[config.mk]
export PLATFORM = sky130hd
export DESIGN_NAME = cambus_gen2
export DESIGN_NICKNAME = d
export VERILOG_FILES = /design/src/rtl/cambus_gen2.sv
export SDC_FILE = /design/constraint.sdc
export NUM_CORES = 1
export LEC_CHECK = 0
export CORE_MARGIN = 2
export CORE_UTILIZATION = 35
export DETAILED_ROUTE_END_ITERATION = 10
export DONT_BUFFER_PORTS = 1
export HOLD_SLACK_MARGIN = 0.05
export PLACE_DENSITY = 0.55
export SLEW_MARGIN = 15
export SYNTH_ARGS = -nofsm -noshare
export SYNTH_HDL_FRONTEND = slang
export SYNTH_SLANG_ARGS = --single-unit
[constraint.sdc]
create_clock -name clk -period 12.2 [get_ports clk]
set_clock_uncertainty 0.1 [all_clocks]
set_input_delay 1.83 -clock clk [delete_from_list [all_inputs] [get_ports clk]]
set_output_delay 1.83 -clock clk [all_outputs]
set_load 0.01 [all_outputs]
[src/rtl/cambus_gen2.sv]
// cambus_gen2 -- camera bus front end, oversampled in the clk domain.
// Recovers pixel strobes, sync pulses, visible-area coordinates, line and
// frame geometry, and a lock flag driven by geometry stability and
// camera-clock presence.
// Ports:
//   clk, rst                  main clock, async active-high reset
//   cam_clk/pixel/hsync/vsync raw camera bus (asynchronous to clk)
//   vid_pixel, vid_pixsync    captured pixel word and its one-cycle strobe
//   vid_hsync, vid_vsync      one-cycle pulses at sync assertion (with strobe)
//   vid_visible               strobe qualifier: no sync active
//   vid_x, vid_y              visible pixel / line index
//   vid_line_len              visible pixels in last completed line
//   vid_frame_lines           visible lines in last completed frame
//   vid_locked                geometry stable and camera clock present
module cambus_gen2 #(
   parameter int PIX_W       = 12,
   parameter int TAPS        = 1,
   parameter int SYNC_LEN    = 2,
   parameter int CLK_EDGE    = 0,
   parameter int HS_POL      = 1,
   parameter int VS_POL      = 1,
   parameter int CNT_W       = 12,
   parameter int LOCK_FRAMES = 2,
   parameter int TIMEOUT     = 1024
) (
   input  logic                  clk,
   input  logic                  rst,
   input  logic                  cam_clk,
   input  logic [PIX_W*TAPS-1:0] cam_pixel,
   input  logic                  cam_hsync,
   input  logic                  cam_vsync,
   output logic [PIX_W*TAPS-1:0] vid_pixel,
   output logic                  vid_pixsync,
   output logic                  vid_hsync,
   output logic                  vid_vsync,
   output logic                  vid_visible,
   output logic [CNT_W-1:0]      vid_x,
   output logic [CNT_W-1:0]      vid_y,
   output logic [CNT_W-1:0]      vid_line_len,
   output logic [CNT_W-1:0]      vid_frame_lines,
   output logic                  vid_locked
);
   localparam int DW = PIX_W*TAPS;
   localparam int TW = $clog2(TIMEOUT+1);
   localparam int MW = $clog2(LOCK_FRAMES+1);
   localparam logic [CNT_W-1:0] CMAX = '1;

   localparam logic [1:0] S_UNLK  = 2'd0;
   localparam logic [1:0] S_TRAIN = 2'd1;
   localparam logic [1:0] S_LOCK  = 2'd2;

   // synchroniser chains; clk_q is the previous value of the chain output
   logic [SYNC_LEN-1:0]          clk_sr, hs_sr, vs_sr;
   logic [SYNC_LEN-1:0][DW-1:0]  pix_sr;
   logic                         clk_q;

   always_ff @(posedge clk or posedge rst) begin
      if (rst) begin
         clk_sr <= '0;
         hs_sr  <= '0;
         vs_sr  <= '0;
         pix_sr <= '0;
         clk_q  <= 1'b0;
      end else begin
         clk_sr <= {clk_sr[SYNC_LEN-2:0], cam_clk};
         hs_sr  <= {hs_sr[SYNC_LEN-2:0], cam_hsync};
         vs_sr  <= {vs_sr[SYNC_LEN-2:0], cam_vsync};
         pix_sr <= {pix_sr[SYNC_LEN-2:0], cam_pixel};
         clk_q  <= clk_sr[SYNC_LEN-1];
      end
   end

   logic clk_s, cam_edge, hs_a, vs_a, vis, hs_prev, vs_prev, hs_rise, vs_rise;
   assign clk_s    = clk_sr[SYNC_LEN-1];
   assign cam_edge = (CLK_EDGE == 0) ? (clk_s & ~clk_q) : (~clk_s & clk_q);
   assign hs_a     = (hs_sr[SYNC_LEN-1] == 1'(HS_POL));
   assign vs_a     = (vs_sr[SYNC_LEN-1] == 1'(VS_POL));
   assign vis      = ~(hs_a | vs_a);
   assign hs_rise  = hs_a & ~hs_prev;
   assign vs_rise  = vs_a & ~vs_prev;

   // camera-clock watchdog
   logic [TW-1:0] to_cnt;
   logic          timed_out;
   assign timed_out = (to_cnt == TW'(TIMEOUT));

   always_ff @(posedge clk or posedge rst) begin
      if (rst)            to_cnt <= '0;
      else if (cam_edge)  to_cnt <= '0;
      else if (!timed_out) to_cnt <= to_cnt + TW'(1);
   end

   // geometry counters; *_ovf marks a count that ran past CMAX
   logic [CNT_W-1:0] x_cnt, y_cnt, y_n;
   logic             x_ovf, y_ovf, y_ovf_n, line_sat, frame_sat;

   // y after the line ending on this strobe, so a simultaneous vsync sees it
   always_comb begin
      y_n     = y_cnt;
      y_ovf_n = y_ovf;
      if (hs_rise && (x_cnt != '0)) begin
         if (y_cnt == CMAX) y_ovf_n = 1'b1;
         else               y_n     = y_cnt + 1'b1;
      end
   end

   always_ff @(posedge clk or posedge rst) begin
      if (rst) begin
         vid_pixel       <= '0;
         vid_pixsync     <= 1'b0;
         vid_hsync       <= 1'b0;
         vid_vsync       <= 1'b0;
         vid_visible     <= 1'b0;
         vid_x           <= '0;
         vid_y           <= '0;
         vid_line_len    <= '0;
         vid_frame_lines <= '0;
         line_sat        <= 1'b0;
         frame_sat       <= 1'b0;
         hs_prev         <= 1'b0;
         vs_prev         <= 1'b0;
         x_cnt           <= '0;
         y_cnt           <= '0;
         x_ovf           <= 1'b0;
         y_ovf           <= 1'b0;
      end else begin
         vid_pixsync <= cam_edge;
         vid_hsync   <= cam_edge & hs_rise;
         vid_vsync   <= cam_edge & vs_rise;
         if (cam_edge) begin
            vid_pixel   <= pix_sr[SYNC_LEN-1];
            vid_visible <= vis;
            hs_prev     <= hs_a;
            vs_prev     <= vs_a;
            if (vis) begin
               vid_x <= x_cnt;
               vid_y <= y_cnt;
               if (x_cnt == CMAX) x_ovf <= 1'b1;
               else               x_cnt <= x_cnt + 1'b1;
            end
            if (hs_rise) begin
               vid_line_len <= x_cnt;
               line_sat     <= x_ovf;
               x_cnt        <= '0;
               x_ovf        <= 1'b0;
               y_cnt        <= y_n;
               y_ovf        <= y_ovf_n;
            end
            if (vs_rise) begin
               vid_frame_lines <= y_n;
               frame_sat       <= y_ovf_n;
               x_cnt           <= '0;
               x_ovf           <= 1'b0;
               y_cnt           <= '0;
               y_ovf           <= 1'b0;
            end
         end else if (timed_out) begin
            x_cnt <= '0;
            y_cnt <= '0;
            x_ovf <= 1'b0;
            y_ovf <= 1'b0;
         end
      end
   end

   // lock FSM works from the registered pulses, so it reacts one cycle
   // after the corresponding vid_hsync / vid_vsync
   logic [1:0]       state;
   logic [MW-1:0]    match_cnt;
   logic [CNT_W-1:0] ref_len, ref_lines;
   logic             ref_len_v, ref_lines_v, line_ev, line_bad;

   assign line_ev    = vid_hsync && (vid_line_len != '0);
   assign line_bad   = line_sat || (ref_len_v && (vid_line_len != ref_len));
   assign vid_locked = (state == S_LOCK);

   always_ff @(posedge clk or posedge rst) begin
      if (rst) begin
         state       <= S_UNLK;
         match_cnt   <= '0;
         ref_len     <= '0;
         ref_lines   <= '0;
         ref_len_v   <= 1'b0;
         ref_lines_v <= 1'b0;
      end else if (timed_out) begin
         state <= S_UNLK;
      end else begin
         case (state)
            S_UNLK: if (vid_vsync) begin
               state       <= S_TRAIN;
               match_cnt   <= '0;
               ref_len_v   <= 1'b0;
               ref_lines_v <= 1'b0;
            end
            S_TRAIN: begin
               if (line_ev && line_bad) begin
                  state <= S_UNLK;
               end else begin
                  if (line_ev && !ref_len_v) begin
                     ref_len   <= vid_line_len;
                     ref_len_v <= 1'b1;
                  end
                  if (vid_vsync) begin
                     ref_lines   <= vid_frame_lines;
                     ref_lines_v <= 1'b1;
                     if ((vid_frame_lines == '0) || frame_sat) begin
                        state <= S_UNLK;
                     end else if (!ref_lines_v || (vid_frame_lines == ref_lines)) begin
                        match_cnt <= match_cnt + MW'(1);
                        if (int'(match_cnt) + 1 >= LOCK_FRAMES) state <= S_LOCK;
                     end else begin
                        match_cnt <= MW'(1);
                        if (LOCK_FRAMES == 1) state <= S_LOCK;
                     end
                  end
               end
            end
            S_LOCK: begin
               if (line_ev && (line_sat || (vid_line_len != ref_len)))
                  state <= S_UNLK;
               else if (vid_vsync && (frame_sat || (vid_frame_lines != ref_lines)))
                  state <= S_UNLK;
            end
            default: state <= S_UNLK;
         endcase
      end
   end
endmodule
### After elaboration in Yosys (flattened, before gate mapping)

Index checks and enable logic that the tools add are counted.

| word-level totals | value |
|---|---|
| register bits | 166 |
| input bits | 17 |
| output and inout port bits | 65 |

| cells by class | value |
|---|---|
| $add $sub $neg | 5 |
| $lt $le $gt $ge | 1 |
| equal/unequal tests | 23 |
| multiplexer cells | 47 |
| bitwise gates (word level) | 12 |
| reductions and logical operators | 32 |

Operator list:

| cell | count |
|---|---|
| $mux W12 | 11 |
| $mux W2 | 14 |
| $add A12 B1 Y12 const B | 2 |
| $eq A12 B12 Y1 const B | 2 |
| $ne A12 B12 Y1 | 2 |
| $reduce_bool A12 Y1 | 2 |
| $mux W11 | 2 |
| $mux W1 | 16 |
| $reduce_and A5 Y1 | 3 |
| $eq A12 B12 Y1 | 1 |
| $logic_not A12 Y1 | 1 |
| $ne A2 B2 Y1 const B | 6 |
| $ne A4 B4 Y1 const B | 3 |
| $add A11 B1 Y11 const B | 1 |
| $eq A11 B11 Y1 const B | 1 |
| $ne A5 B5 Y1 const B | 2 |
| $ne A4 B1 Y1 const B | 2 |
| $reduce_and A2 Y1 | 4 |
| $reduce_and A4 Y1 | 2 |
| $logic_and A1 B1 Y1 | 7 |
| $not A1 Y1 | 6 |
| $pmux W2 S3 | 1 |
| $reduce_and A3 Y1 | 2 |
| $reduce_and A6 Y1 | 1 |
| other kinds (15) | 26 |

### Longest topological paths before layout

Gate-level depths: netlist of run 1.

| depth | value |
|---|---|
| depth after elaboration | 9 |
| mapped depth | 9 |
| depth with buffers taken out | 8 |

### Worst setup path before layout of run 1

No wires, ideal clock.

| timing path | value |
|---|---|
| path kind | reg-to-output |
| start | register state[0] |
| end | output port vid_locked |
| data arrival time | 0.623 ns |
| data required time | 10.270 ns |
| setup slack | 9.647 ns |
| cell stages (with the launch flop) | 2 |
| path buffers | 0 |
| path through | dfrtp_1 -> nor2b_1 |

| on the way | value |
|---|---|
| cells in the longest elaborated chain, start to end | 1 |

RTL lines:

| item | line | RTL |
|---|---|---|
| start, declared | 168 | `logic [1:0] state;` |
| $eq A2 B2 Y1 | 175 | `assign vid_locked = (state == S_LOCK);` |
| end, declared | 41 | `output logic vid_locked` |

No other way between the ends.

### Worst setup path in the final report of run 1

| timing path | value |
|---|---|
| start | register state[1] |
| end | output port vid_locked |

The elaborated chain is that of the path after synthesis.

==> metrics.cfg, run 1 <==
[setup_path]
cp-start-kind=flip-flop
setup.worst_path.end_class=output port
crit_slowest_cell=dfrtp_1
cp_max_fo=5
critPathTopFamily=flip-flops
crit_required_ps=10270
critPathBufInv=0
cp_cell_sequence=nor2b_1
critical_path_arrival_ps=1180
max_stage_delay_ps=400
criticalPathCategory=flip-flop to output port

[cts]
cts_root_buf=clkbuf_16
insertion_delay_ps=430
max-clock-path-buffers=2
cts_hold_buffers=0
htree_levels=4
cts_resized=0
clkTransAtPathRegs_ps=60
post_cts_buffers=0
cts_tree=done
cts_sinks=166
numCtsBuffers=17

[synthesis]
ys_ff_latch=166
syn_area_sq_mm=0.00701
ys_seq_area_frac=0.592
dominantRegCellSynth=dfrtp_1
syn_inst=594
synth.net_count=617
synth_edf_count=0
synth_area_per_cell_sq_um=11.8
yosysWarnings=0
ys_types=57
synthArstFlopShare=1.00

[place]
dp_slack_ps=8570
place_area_sq_mm=0.00728
port_buffers=0
dp_hpwl_mm=10.1
gp_congestion=0.810

[worst_hold_path]
hold_path.class=flip-flop to flip-flop

[timing]
grt_setup_unrepaired=no
fin_ws_ps=9090
worst_pin_slew_ps=1150
hold_viol=0
min_period_ps=3110
final-setup-viol-count=0
tns_ps=0
timing.final.crit_share=0.255
maxSlewHeadroom=0.231
max_freq_mhz=321
slew_viol_final=0

[die]
num_rows=51
die_area_sq_mm=0.0212
fp.dieW_um=146
die_height_um=146
start_util=0.358
boundaryPins=82
core_sq_mm=0.0196

[grt]
grt_pass1_vias=4611
grt_max_degree=88
grt_pass1_wl_mm=25.0
antenna_found_initial=2
track_usage=0.150
gr-total-overflow=0

[routing]
wl_mm=15.1
wire_per_inst_um=17.2
final_antenna_net_count=0
first_iter_violations=378
dr.pass1.iters=5
via_per_inst=5.12
drc=0
vias=4491

[power_and_ir_drop]
pwr-share-comb=0.073
power_switching_mw=0.314
pwr-share-seq=0.484
ir_drop_mv=0.0866
power_density_mw_per_mm2=159
cellLeakagePower_nw=3.75
p_clk_frac=0.442
swShare=0.249
p_int_mw=0.945

[cells_and_area]
final_area_sq_mm=0.00791
fillerInstances=1828
nets=620
drive_gt1_frac=0.179
final_cell_mix=dfrtp_1, nand2_1, mux2_2
multi_input_area_sq_mm=0.00270
area_growth_pct=12.8
final_common_cell=dfrtp_1
regArea_sq_mm=0.00415

[job]
drv_cap=0

[status]
outcome=complete, no violations

==> power groups by stage <==
| stage | logic [mW] | clock network (mW) | registers [mW] |
|---|---|---|---|
| finish | 0.0920 | 0.557 | 0.610 |
| CTS | 0.0936 | 0.571 | 0.610 |
| global route | 0.105 | 0.596 | 0.614 |
| detailed placement | 0.0928 | 0 | 0.620 |
| global placement | 0.0897 | 0 | 0.619 |
| floorplan | 0.0744 | 0 | 0.612 |
==> per-stage QoR <==
stage          instances  power [mW]  utilization  hold slack, ps
2_1_floorplan        594       0.686            -             231
3_5_place_dp         843       0.713        0.372             235
4_1_cts              875        1.27        0.403             250
6_report             877        1.26        0.404             249
5_1_grt              877        1.32        0.404             263
3_3_place_gp         843       0.708        0.372             231
==> cells by family (layout without fill, tap and decap cells) <==
group,after synthesis,in the layout,synth area share
AND/OR/NAND/NOR,198,198,0.144
adder cells (fa/ha/maj),6,6,0.0107
AO/OA/AOI/OAI,79,79,0.0712
other,0,2,0
multiplexers,62,62,0.0994
XOR/XNOR,48,48,0.0600
buffers and inverters,35,51,0.0223
flip-flops,166,166,0.592
==> final timing paths <==
kind                                 startpoint             endpoint  slack (ps)  depth (start not counted)
worst max-delay path                   state[1]           vid_locked        9090                          1
worst min-delay path                  clk_sr[0]            clk_sr[1]         250                          0
worst max register to register  vid_line_len[3]         ref_lines[8]        9260                          6
worst min register to register        clk_sr[0]            clk_sr[1]         250                          0
max in group asynchronous                   rst  vid_frame_lines[10]        9480                          2
min in group asynchronous                   rst            pix_sr[6]        1280                          1
==> cell type report <==
| cell class | instances | area share |
|---|---|---|
| Sequential cell | 166 | 0.525 |
| Multi-Input combinational cell | 393 | 0.342 |
| Clock buffer | 22 | 0.0612 |
| Tap cell | 265 | 0.0419 |
| Clock inverter | 10 | 0.0166 |
| Inverter | 14 | 0.00728 |
| Timing Repair Buffer | 5 | 0.00522 |
| Antenna cell | 2 | 0.000633 |
==> state kept, by name (all words and copies together) (netlist names), 2 cells and up <==
signal and cells:
state 2, x_cnt 12, match_cnt 2, vid_line_len 12, vid_x 12, ref_lines 12
y_cnt 12, vs_sr 2, pix_sr 24, clk_sr 2, to_cnt 11, vid_y 12
vid_frame_lines 12, vid_pixel 12, ref_len 12, hs_sr 2
==> per-layer routing <==
layer | wire (um) | part of all wire | GRT usage
met4 | 98 | 0.0065 | 0.0549
met5 | 0 | 0 | 0
met3 | 1130 | 0.075 | 0.0520
met2 | 7020 | 0.47 | 0.231
met1 | 6810 | 0.45 | 0.196
==> synth_stat cells, types with 2 or more instances <==
| cell | n | area share |
|---|---|---|
| dfrtp_1 | 166 | 0.59 |
| buf_4 | 2 | 0.0021 |
| o21ai_0 | 22 | 0.016 |
| o21a_1 | 2 | 0.0021 |
| a22o_1 | 2 | 0.0025 |
| ha_1 | 6 | 0.011 |
| mux2_1 | 4 | 0.0064 |
| mux2_2 | 57 | 0.092 |
| nand2b_1 | 4 | 0.0036 |
| o22ai_1 | 2 | 0.0018 |
| nand2_1 | 79 | 0.042 |
| buf_1 | 2 | 0.0011 |
| a21oi_1 | 17 | 0.012 |
| inv_1 | 12 | 0.0064 |
| xnor2_1 | 8 | 0.010 |
| nor2_1 | 32 | 0.017 |
| o22a_1 | 2 | 0.0025 |
| a31oi_1 | 12 | 0.011 |
| nand3_1 | 13 | 0.0093 |
| nor3_1 | 4 | 0.0029 |
| xor2_1 | 40 | 0.050 |
| buf_2 | 8 | 0.0057 |
| and2_1 | 2 | 0.0018 |
| nor2_2 | 4 | 0.0036 |
| clkbuf_1 | 8 | 0.0043 |
| o31ai_1 | 7 | 0.0075 |
| nor3b_1 | 2 | 0.0021 |
| a211oi_1 | 2 | 0.0021 |
| nor2b_1 | 5 | 0.0045 |
| nor4_1 | 13 | 0.012 |
| nand4_1 | 13 | 0.012 |
| or3_1 | 5 | 0.0045 |
| and3_1 | 8 | 0.0071 |
| a21o_1 | 2 | 0.0021 |
| or4_1 | 2 | 0.0021 |
| and4_1 | 4 | 0.0050 |
(Power assumes the default switching activity.)
==> inputs of run 2 (changes only) <==
- ABC_AREA: default -> 1
- clock period: 12.2 -> 2.9 ns (I/O delays scaled with it)
==> run 2 against run 1 <==
  * Sequential share of layout area shrank 3.9 points
  * Non-clock buffer count increased by 20
  * Via count increased by 21%
  * Routed wire length rose by 6.2%
  * Clock power increased to 4.2 times the previous value
  * Largest power group unchanged
  * Synthesized cell count increased by 44%
  * Worst setup slack worse by 8200 ps
  * Critical path depth rose by 7
==> metrics.cfg, run 2 <==
[setup_path]
max_stage_delay_ps=400  ; about the same
cp-start-kind=flip-flop
cp-startpoint=to_cnt[0]
timing.rr.start=to_cnt[0]
critical_path_arrival_ps=2290  ; +1110 ps
cp_max_fo=25  ; +20
crit_required_ps=3140  ; -7130 ps
criticalPathCategory=flip-flop to flip-flop
setup.worst_path.end_class=flip-flop
crit_slowest_cell=dfrtp_1
cp_cell_sequence=inv_1 > ha_1 > nand3_1 > nor4_1 > nand3_1 > nand3_2 > nand2_1 > o21ai_1
crit_top_cell=nand3_1

[timing]
holdWs_ps=247  ; -2.03 ps
final-setup-viol-count=0  ; unchanged
worst_pin_slew_ps=687  ; -460 ps
maxSlewHeadroom=0.542  ; +0.311
timing.final.crit_share=0.710
min_period_ps=2060
grt_setup_unrepaired=no
hold_viol=0  ; unchanged
max_freq_mhz=486
slew_viol_final=0  ; unchanged
tns_ps=0  ; unchanged

[routing]
drc=0  ; unchanged
wire_per_inst_um=13.7  ; -20%
dr.pass1.iters=5  ; unchanged
first_iter_violations=341  ; -9.8%
wl_mm=16.0  ; +6.2%
vias=5443  ; +21%
final_antenna_net_count=0  ; unchanged
via_per_inst=4.68  ; -8.7%

[cells_and_area]
nets=899  ; +45%
area_growth_pct=14.5
instances_no_fill=1164  ; +33%
largest_register_ff_count=24  ; unchanged
final_common_cell=nand2_1
fillerInstances=2094  ; +15%
multi_input_area_sq_mm=0.00276  ; +1.9%
regArea_sq_mm=0.00415  ; unchanged
final_cell_mix=nand2_1, dfrtp_1, inv_1
diodes=0  ; -2
fin_util=0.408  ; +0.00397
final_area_sq_mm=0.00854  ; +8.0%
regMostFlops=pix_sr
drive_gt1_frac=0.110  ; -0.0685

[grt]
antenna_found_initial=0  ; -2
grt_pass1_wl_mm=26.8  ; +7.2%
grt_max_degree=60  ; -32%
grt_pass1_vias=5121  ; +11%
track_usage=0.153  ; +0.00305
gr-total-overflow=0  ; unchanged

[cts]
insertion_delay_ps=420  ; about the same
post_cts_buffers=0  ; unchanged
max-clock-path-buffers=2  ; unchanged
clkTransAtPathRegs_ps=60  ; about the same
cts_sinks=166  ; unchanged
cts_tree=done
numCtsBuffers=17  ; unchanged
htree_levels=4  ; unchanged
cts_root_buf=clkbuf_16

[place]
dp_hpwl_mm=11.5  ; +14%
gp_congestion=0.834  ; +3.0%
port_buffers=0  ; unchanged
dpl.cell_count=1116  ; +32%
place_area_sq_mm=0.00777  ; +6.6%

[die]
start_util=0.356  ; -0.00188
boundaryPins=82  ; unchanged
die_area_sq_mm=0.0225  ; +6.2%
die_height_um=150  ; +3.1%
fp.dieW_um=150  ; +3.1%
num_rows=53  ; +3.9%
core_sq_mm=0.0210  ; +7.0%

[power_and_ir_drop]
ir_drop_mv=0.401  ; +360%
power_density_mw_per_mm2=650  ; +310%
p_int_mw=4.07  ; +330%
p_clk_frac=0.421  ; -0.021
power_switching_mw=1.48  ; +370%
swShare=0.267  ; +0.0178
pwr-share-seq=0.467  ; -0.017
cellLeakagePower_nw=3.92  ; +4.5%
pwr-share-comb=0.112  ; +0.039

[synthesis]
synth_edf_count=0  ; unchanged
dominantRegCellSynth=dfrtp_1
synth_top_area_cell=dfrtp_1
ys_types=40  ; -30%
netlist_top_cells_count=nand2_1, dfrtp_1, inv_1
synth_area_per_cell_sq_um=8.73  ; -26%
yosysWarnings=0  ; unchanged
ys_seq_area_frac=0.557  ; -0.0357
synthMostInstantiatedCell=nand2_1
yosysTopAreaCellShare=0.557  ; -0.0357
syn_inst=855  ; +44%
ys_ff_latch=166  ; unchanged
synth.net_count=878  ; +42%
synthArstFlopShare=1.00  ; unchanged
syn_area_sq_mm=0.00746  ; +6.4%
yosys-top-cells-area=dfrtp_1, nand2_1, inv_1

[worst_hold_path]
hold_start=pix_sr[0]
hold_path.class=flip-flop to flip-flop

[job]
drv_cap=0  ; unchanged

[status]
outcome=complete, no violations

run 2: layout make-up:
class	instances	share of cell area
clock buffers	19	0.0518
clock inverters	13	0.0201
inverters	115	0.0510
multi-input cells	551	0.322
flip-flops and latches	166	0.486
well taps	275	0.0403
repair buffers	25	0.0281
run 2: worst paths after layout:
kind | endpoint | slack, ps | cells past startpoint
setup / recovery | ref_len[10] | 840 | 8
hold / removal | pix_sr[12] | 250 | 0
setup reg to reg | ref_len[10] | 840 | 8
hold reg to reg | pix_sr[12] | 250 | 0
max in group asynchronous | y_cnt[4] | 1400 | 3
min in group asynchronous | hs_prev | 350 | 2
run 2: metal layers:
layer | track usage | vias to the layer above | share of wire
met2 | 0.217 | 109 | 0.43
li1 | - | 2790 | -
met5 | 0 | - | 0
met4 | 0.0594 | 0 | 0.015
met3 | 0.0485 | 18 | 0.064
met1 | 0.216 | 2526 | 0.49
run 2: cell families after synthesis:
kind of cell | Yosys count | share of synthesized area
simple gates | 385 | 0.227
buf+inv | 138 | 0.0740
flops | 166 | 0.557
fa+ha+maj | 6 | 0.0101
compound gates | 145 | 0.115
xor+xnor | 15 | 0.0176
run 2: critical path: cells and delay by family, from the launching register on:
kind	cells	cell delay, ps
AND/OR/NAND/NOR	5	1090
adder cells (fa/ha/maj)	1	180
AO/OA/AOI/OAI	1	90
buffers and inverters	1	100
flip-flops	1	400
run 2: power by group through the flow:
stage / clock (mW) / sequential (mW) / combinational (mW)
2_1_floorplan: 0 / 2.60 / 0.496
3_3_place_gp: 0 / 2.64 / 0.609
3_5_place_dp: 0 / 2.64 / 0.615
4_1_cts: 2.41 / 2.60 / 0.635
5_1_grt: 2.52 / 2.61 / 0.731
6_report: 2.34 / 2.59 / 0.621
run 2: per-stage QoR:
stage	power, mW	setup WS [ps]
after floorplan	3.10	252
after global placement	3.25	886
after detailed placement	3.25	849
after CTS	5.64	808
after global routing	5.86	598
final	5.55	842
run 2: timing repair:
| item | 4_1_cts | 5_1_grt |
|---|---|---|
| hold endpoints to repair | 24 | 0 |
| hold buffers | 16 | 0 |
| gates resized for setup | 0 | 0 |
